==> config.mk <==
export PLATFORM = sky130hd
export DESIGN_NAME = branch_cmp_unit
export DESIGN_NICKNAME = d
export VERILOG_FILES = /design/src/rtl/branch_cmp_unit_pkg.sv /design/src/rtl/branch_cmp_core.sv /design/src/rtl/branch_cmp_unit.sv
export SDC_FILE = /design/constraint.sdc
export NUM_CORES = 1
export LEC_CHECK = 0
export CORE_ASPECT_RATIO = 1.25
export CORE_MARGIN = 5
export CORE_UTILIZATION = 39
export CTS_CLUSTER_DIAMETER = 40
export CTS_CLUSTER_SIZE = 10
export DETAILED_ROUTE_END_ITERATION = 12
export GPL_TIMING_DRIVEN = 0
export PLACE_DENSITY_LB_ADDON = 0.05
export SYNTH_ARGS = -nofsm -noshare
export SYNTH_HDL_FRONTEND = slang
export SYNTH_SLANG_ARGS = --single-unit
==> constraint.sdc <==
create_clock -name clk -period 12 [get_ports clk]
set_input_delay 2.4 -clock clk [delete_from_list [all_inputs] [get_ports clk]]
set_output_delay 2.4 -clock clk [all_outputs]
set_load 0.01 [all_outputs]
==> src/rtl/branch_cmp_unit_pkg.sv <==
// Shared constants for the branch resolution unit: compare op codes,
// 2-bit PHT counter encodings and the saturating counter update.
package branch_cmp_unit_pkg;

  localparam logic [7:0] CMP_EQ  = 8'h00;
  localparam logic [7:0] CMP_NE  = 8'h01;
  localparam logic [7:0] CMP_LEZ = 8'h02;
  localparam logic [7:0] CMP_GTZ = 8'h03;
  localparam logic [7:0] CMP_LTZ = 8'h04;
  localparam logic [7:0] CMP_GEZ = 8'h05;
  localparam logic [7:0] CMP_LT  = 8'h06;
  localparam logic [7:0] CMP_LTU = 8'h07;

  typedef enum logic [1:0] {
    SNT = 2'b00,
    WNT = 2'b01,
    WT  = 2'b10,
    ST  = 2'b11
  } ctr_e;

  // Move one step toward the resolved direction, saturating at SNT/ST.
  function automatic ctr_e ctr_update(input ctr_e cur, input logic taken);
    ctr_e nxt;
    nxt = cur;
    case (cur)
      SNT: nxt = taken ? WNT : SNT;
      WNT: nxt = taken ? WT  : SNT;
      WT:  nxt = taken ? ST  : WNT;
      ST:  nxt = taken ? ST  : WT;
      default: nxt = WNT;
    endcase
    return nxt;
  endfunction

endpackage

==> src/rtl/branch_cmp_core.sv <==
// Combinational branch condition evaluator on WIDTH-bit operands.
// Unknown op codes resolve to not-taken.
module branch_cmp_core
  import branch_cmp_unit_pkg::*;
#(
  parameter int WIDTH = 32
) (
  input  logic [7:0]       op_i,
  input  logic [WIDTH-1:0] src1_i,
  input  logic [WIDTH-1:0] src2_i,
  output logic             taken_o
);

  logic src1_neg;
  logic src1_zero;

  assign src1_neg  = src1_i[WIDTH-1];
  assign src1_zero = (src1_i == '0);

  // Select the condition named by op_i; everything else is not-taken.
  always_comb begin
    taken_o = 1'b0;
    case (op_i)
      CMP_EQ:  taken_o = (src1_i == src2_i);
      CMP_NE:  taken_o = (src1_i != src2_i);
      CMP_LEZ: taken_o = src1_neg | src1_zero;
      CMP_GTZ: taken_o = ~src1_neg & ~src1_zero;
      CMP_LTZ: taken_o = src1_neg;
      CMP_GEZ: taken_o = ~src1_neg;
      CMP_LT:  taken_o = ($signed(src1_i) < $signed(src2_i));
      CMP_LTU: taken_o = (src1_i < src2_i);
      default: taken_o = 1'b0;
    endcase
  end

endmodule

==> src/rtl/branch_cmp_unit.sv <==
// Branch resolution unit: registered compare result with stall/flush,
// a PHT of 2-bit counters for fetch prediction, and a saturating
// mispredict counter.
//
// Handshake: a branch is consumed on a clk edge when in_valid=1, stall=0
// and flush=0; there is no ready output, so the producer must hold the
// branch while stall=1. flush discards the presented branch and clears
// the output stage, taking priority over stall; reset beats both.
module branch_cmp_unit
  import branch_cmp_unit_pkg::*;
#(
  parameter int WIDTH     = 32,
  parameter int PHT_DEPTH = 64
) (
  input  logic             clk,
  input  logic             reset,
  input  logic [31:0]      lookup_pc,
  output logic             lookup_taken,
  input  logic             in_valid,
  input  logic [7:0]       cmp_op,
  input  logic [WIDTH-1:0] src1,
  input  logic [WIDTH-1:0] src2,
  input  logic [31:0]      br_pc,
  input  logic             br_pred,
  input  logic             stall,
  input  logic             flush,
  output logic             out_valid,
  output logic             out_taken,
  output logic             out_mispredict,
  output logic [31:0]      mispredict_count
);

  localparam int IDX_W = $clog2(PHT_DEPTH);

  logic [IDX_W-1:0] lookup_idx;
  logic [IDX_W-1:0] br_idx;
  logic             cmp_taken;
  logic             mispredict;
  logic             capture_en;
  logic             pht_we;

  ctr_e             pht_q [PHT_DEPTH];
  ctr_e             pht_entry_d;

  logic             out_valid_q, out_valid_d;
  logic             out_taken_q, out_taken_d;
  logic             out_mispredict_q, out_mispredict_d;
  logic [31:0]      count_q, count_d;

  // PC bits outside the word-aligned index field do not select an entry.
  logic             unused_pc_bits;
  assign unused_pc_bits = ^{lookup_pc[31:IDX_W+2], lookup_pc[1:0],
                            br_pc[31:IDX_W+2], br_pc[1:0]};

  assign lookup_idx = lookup_pc[IDX_W+1:2];
  assign br_idx     = br_pc[IDX_W+1:2];

  // Reads the registered table, so a same-cycle update is not visible yet.
  assign lookup_taken = pht_q[lookup_idx][1];

  branch_cmp_core #(
    .WIDTH(WIDTH)
  ) u_core (
    .op_i   (cmp_op),
    .src1_i (src1),
    .src2_i (src2),
    .taken_o(cmp_taken)
  );

  assign mispredict  = (cmp_taken != br_pred);
  assign capture_en  = ~flush & ~stall;
  assign pht_we      = capture_en & in_valid;
  assign pht_entry_d = ctr_update(pht_q[br_idx], cmp_taken);

  // Next state of the output stage and mispredict counter.
  always_comb begin
    out_valid_d      = out_valid_q;
    out_taken_d      = out_taken_q;
    out_mispredict_d = out_mispredict_q;
    count_d          = count_q;
    if (flush) begin
      out_valid_d      = 1'b0;
      out_taken_d      = 1'b0;
      out_mispredict_d = 1'b0;
    end else if (!stall) begin
      out_valid_d      = in_valid;
      out_taken_d      = in_valid & cmp_taken;
      out_mispredict_d = in_valid & mispredict;
      if (in_valid && mispredict && (count_q != 32'hFFFF_FFFF)) begin
        count_d = count_q + 32'd1;
      end
    end
  end

  // Output stage and counter registers.
  always_ff @(posedge clk) begin
    if (!reset) begin
      out_valid_q      <= 1'b0;
      out_taken_q      <= 1'b0;
      out_mispredict_q <= 1'b0;
      count_q          <= 32'd0;
    end else begin
      out_valid_q      <= out_valid_d;
      out_taken_q      <= out_taken_d;
      out_mispredict_q <= out_mispredict_d;
      count_q          <= count_d;
    end
  end

  // PHT: all entries weakly not-taken after reset, one entry trained per capture.
  always_ff @(posedge clk) begin
    if (!reset) begin
      for (int i = 0; i < PHT_DEPTH; i++) begin
        pht_q[i] <= WNT;
      end
    end else if (pht_we) begin
      pht_q[br_idx] <= pht_entry_d;
    end
  end

  assign out_valid        = out_valid_q;
  assign out_taken        = out_taken_q;
  assign out_mispredict   = out_mispredict_q;
  assign mispredict_count = count_q;

endmodule

==> out/qor.txt <==
======================================================================================
Result of the run                                                         finished, final reports clean
Category of the worst setup path launch point                               input port
Flop2flop setup slack                                                          8830 ps
Fin Setup TNS                                                                     0 ps
Hold/Removal Path Class                                                   register to register
Detailed placement HPWL                                                        22.8 mm
Share of flip-flops with an asynchronous set or reset after synthesis               0%
Number of DRC violations after detailed-routing iteration 0                        764
Count of cells along the worst register-to-register path                             9
Number of global-route vias before repair                                         8031
Leftover overflow at the end of global routing                                       0
Leakage                                                                        3.92 nW
Delay contributed by the slowest stage of the critical path                     850 ps
WP data required                                                               9600 ps
Clock Tree Root                                                              clkbuf_16
Area enclosed by the die boundary                                            27300 um2
FP Rows                                                                             63
Gates resized, CTS repair                                                            0
Mean post-synth cell area                                                     9.97 um2
Max clock buf depth                                                                  2
Fraction of the yosys area taken by sequential cells                             48.3%
Startpoint-to-endpoint class of the critical path                         input port to output port
Non-filler cells, final                                                           1418
Area Growth Syn to Fin                                                           23.2%
Worst setup slack after placement                                              3640 ps
Pin count of the biggest net entering global routing                                17
Core region area                                                             23700 um2
Final number of max-transition violations                                            0
Total of hold buffers inserted after clock tree synthesis                            0
MaxCap Viol Count                                                                    0
Placer congestion estimate                                                       0.889
Synthesis warning total                                                              0
WL per Instance                                                                22.6 um
Clock H-tree levels                                                                  4
Final worst setup slack                                                        3630 ps
Clock latency at the later pin of the worst-skew pair                           430 ps
Nets                                                                              1254
Netlist area before placement                                                 9400 um2
Initial antenna violation count                                                      0
Time the final worst path needs with I/O delays and setup                      8370 ps
Master of the slowest instance on the critical path                              buf_1
Final WL                                                                       32.0 mm
Number of flops mapped to enable cells by yosys                                    128
Highest attainable clock frequency                                           0.120 GHz
GR Util All Layers                                                               23.5%
RSZ-0062 raised after global routing                                                no
Sinks on the clock net                                                             163
Clock slew at the register clock pins of the worst setup and hold paths          70 ps
Termination of the worst setup path                                       lookup_taken
Launching instance or port of the critical path                           lookup_pc[2]
Post-CTS Repair Setup Buffers                                                        0
Vert. Die Dim                                                                   184 um
Ports placed on the boundary                                                       178
Overall via count from detail_route                                               8017
Post-synthesis register bit count                                                  163
Starting utilization of the core area                                            39.6%
Maximum fanout count along the critical path                                        10
Wire length of the first global-routing pass                                   48.0 mm
Critical register-to-register path startpoint                             pht_q[41][0]
Number of iterations in the first detailed-routing pass                              5
Count of final setup violators                                                       0
Worst slew pin tran                                                            1330 ps
Residual DRC count                                                                   0
Synth Net Count                                                                   1118
Areal power density over the cells                                          118 nW/um2
X dimension of the die                                                          149 um
Worst reg2reg path endpoint                                               pht_q[47][1]
Worst relative slew slack                                                        11.3%
Share of cells above drive strength 1                                            10.2%
Total count of hold-check failures in the final report                               0
Yosys cell types                                                                    66
Post-detailed-route via-to-cell ratio                                             5.65
Cells traversed along the worst timing path                               clkbuf_1, buf_1, mux4_2, mux4_2, mux4_2, clkdlybuf4s50_1
Arrival time worst endpoint                                                    5970 ps
CP most frequent cell                                                           mux4_2
Post-route fraction of the period consumed by the critical path                  69.7%
IO Port Bufs                                                                       117
Mapped Cells                                                                       943
Total clock buffers created by CTS                                                  17
Worst clock skew on the final layout                                           8.97 ps
CTS tree                                                                         built
Number of nets still failing antenna checks after routing                            0
Post-synth top flop                                                           edfxtp_1
Final hold slack                                                                467 ps
Element type at the critical path end                                      output port
Total placed cells including tap cells                                            1385
Worst VDD drop                                                                  103 uV
======================================================================================
[worst min-delay path by stage]
stage	from	to	slack, ps	cells past startpoint
detailed placement	out_valid	out_valid	460	2
floorplan	out_mispredict	out_mispredict	490	2
finish	out_valid	out_valid	470	2
global route	out_valid	out_valid	510	2
global placement	out_valid	out_valid	460	2
CTS	out_valid	out_valid	470	2
[final cells by class]
type / count / area, um2
well taps: 325 / 407
repair buffers: 117 / 1170
flip-flops and latches: 163 / 4540
fillers: 2211 / 12100
plain buffers: 71 / 322
diodes: 1 / 2.50
multi-input cells: 669 / 4390
inverters: 40 / 150
clock inverters: 15 / 170
clock buffers: 17 / 425
[state kept, by name, summed over array words and instances, names as in the netlist]
register          count
out_taken             1
mispredict_count     32
pht_q               128
out_valid             1
out_mispredict        1
[stage by stage]
| stage | power, W | instance area [um2] | utilization (%) |
|---|---|---|---|
| final | 0.00136 | 11600 | 48.8 |
| after global routing | 0.00140 | 11600 | 48.8 |
| after CTS | 0.00137 | 11600 | 48.8 |
| after detailed placement | 0.000813 | 11000 | 46.3 |
| after global placement | 0.000813 | 11000 | 46.3 |
| after floorplan | 0.000731 | 9400 | - |
[worst max-delay path: cells and delay by family]
family,cells,cell delay (ps)
buffers and inverters,3,1920
multiplexers,3,1630
[where the power goes]
part,switching (W),total (W),internal [W]
registers,0.00000638,0.000623,0.000617
clock network,0.000250,0.000562,0.000312
logic,0.000108,0.000179,0.0000709
[kinds of logic (layout without fill, tap and decap cells)]
| kind of cell | count (synthesis) | in the layout | synth area share (%) |
|---|---|---|---|
| compound gates | 147 | 147 | 11.8 |
| xor+xnor | 9 | 9 | 0.838 |
| fa+ha+maj | 34 | 34 | 4.50 |
| buf+inv | 111 | 260 | 5.02 |
| flops | 163 | 163 | 48.3 |
| mux | 39 | 39 | 6.95 |
| other cells | 0 | 1 | 0 |
| simple gates | 440 | 440 | 22.6 |
[cells in the mapped netlist (26+ instances only)]
cell type,count,share of area (%)
nor2_1,70,2.8
nor3_1,26,1.4
buf_2,28,1.5
dfxtp_1,35,7.5
nand2_1,156,6.2
a22oi_1,58,4.6
edfxtp_1,128,41
clkbuf_1,37,1.5
inv_1,39,1.6
nand3_1,78,4.2
nand4_1,30,2.0
ha_1,33,4.4
[layer usage]
metal  global-route usage (%)  wire, um  share of wire, %  vias up
met3                     4.17      2290               7.1       52
met2                     40.6     15800                49      328
met4                     7.25       847               2.6        0
met5                        0         0                 0        -
met1                     30.0     13100                41     3860
li1                         -         -                 -     3777
[layout by cell type, fill, tap and decap left out, drive strengths merged, types with 3 or more instances in the layout]
| cell | instances |
|---|---|
| nand2 | 156 |
| edfxtp | 128 |
| clkdlybuf4s50 | 117 |
| nand3 | 83 |
| nor2 | 70 |
| a22oi | 58 |
| clkbuf | 55 |
| inv | 45 |
| dfxtp | 35 |
| ha | 33 |
| buf | 33 |
| nand4 | 30 |
| nor3 | 28 |
| mux4 | 21 |
| a21oi | 21 |
| o21ai | 20 |
| mux2i | 18 |
| nand2b | 17 |
| nor4 | 15 |
| and2 | 12 |
| and3 | 9 |
| o21a | 8 |
| a22o | 8 |
| a221oi | 6 |
| nor3b | 6 |
| clkinv | 6 |
| xnor2 | 5 |
| xor2 | 4 |
| and4 | 4 |
| and3b | 3 |
| o211ai | 3 |
Note: power is estimated with default switching activity, not from simulation.
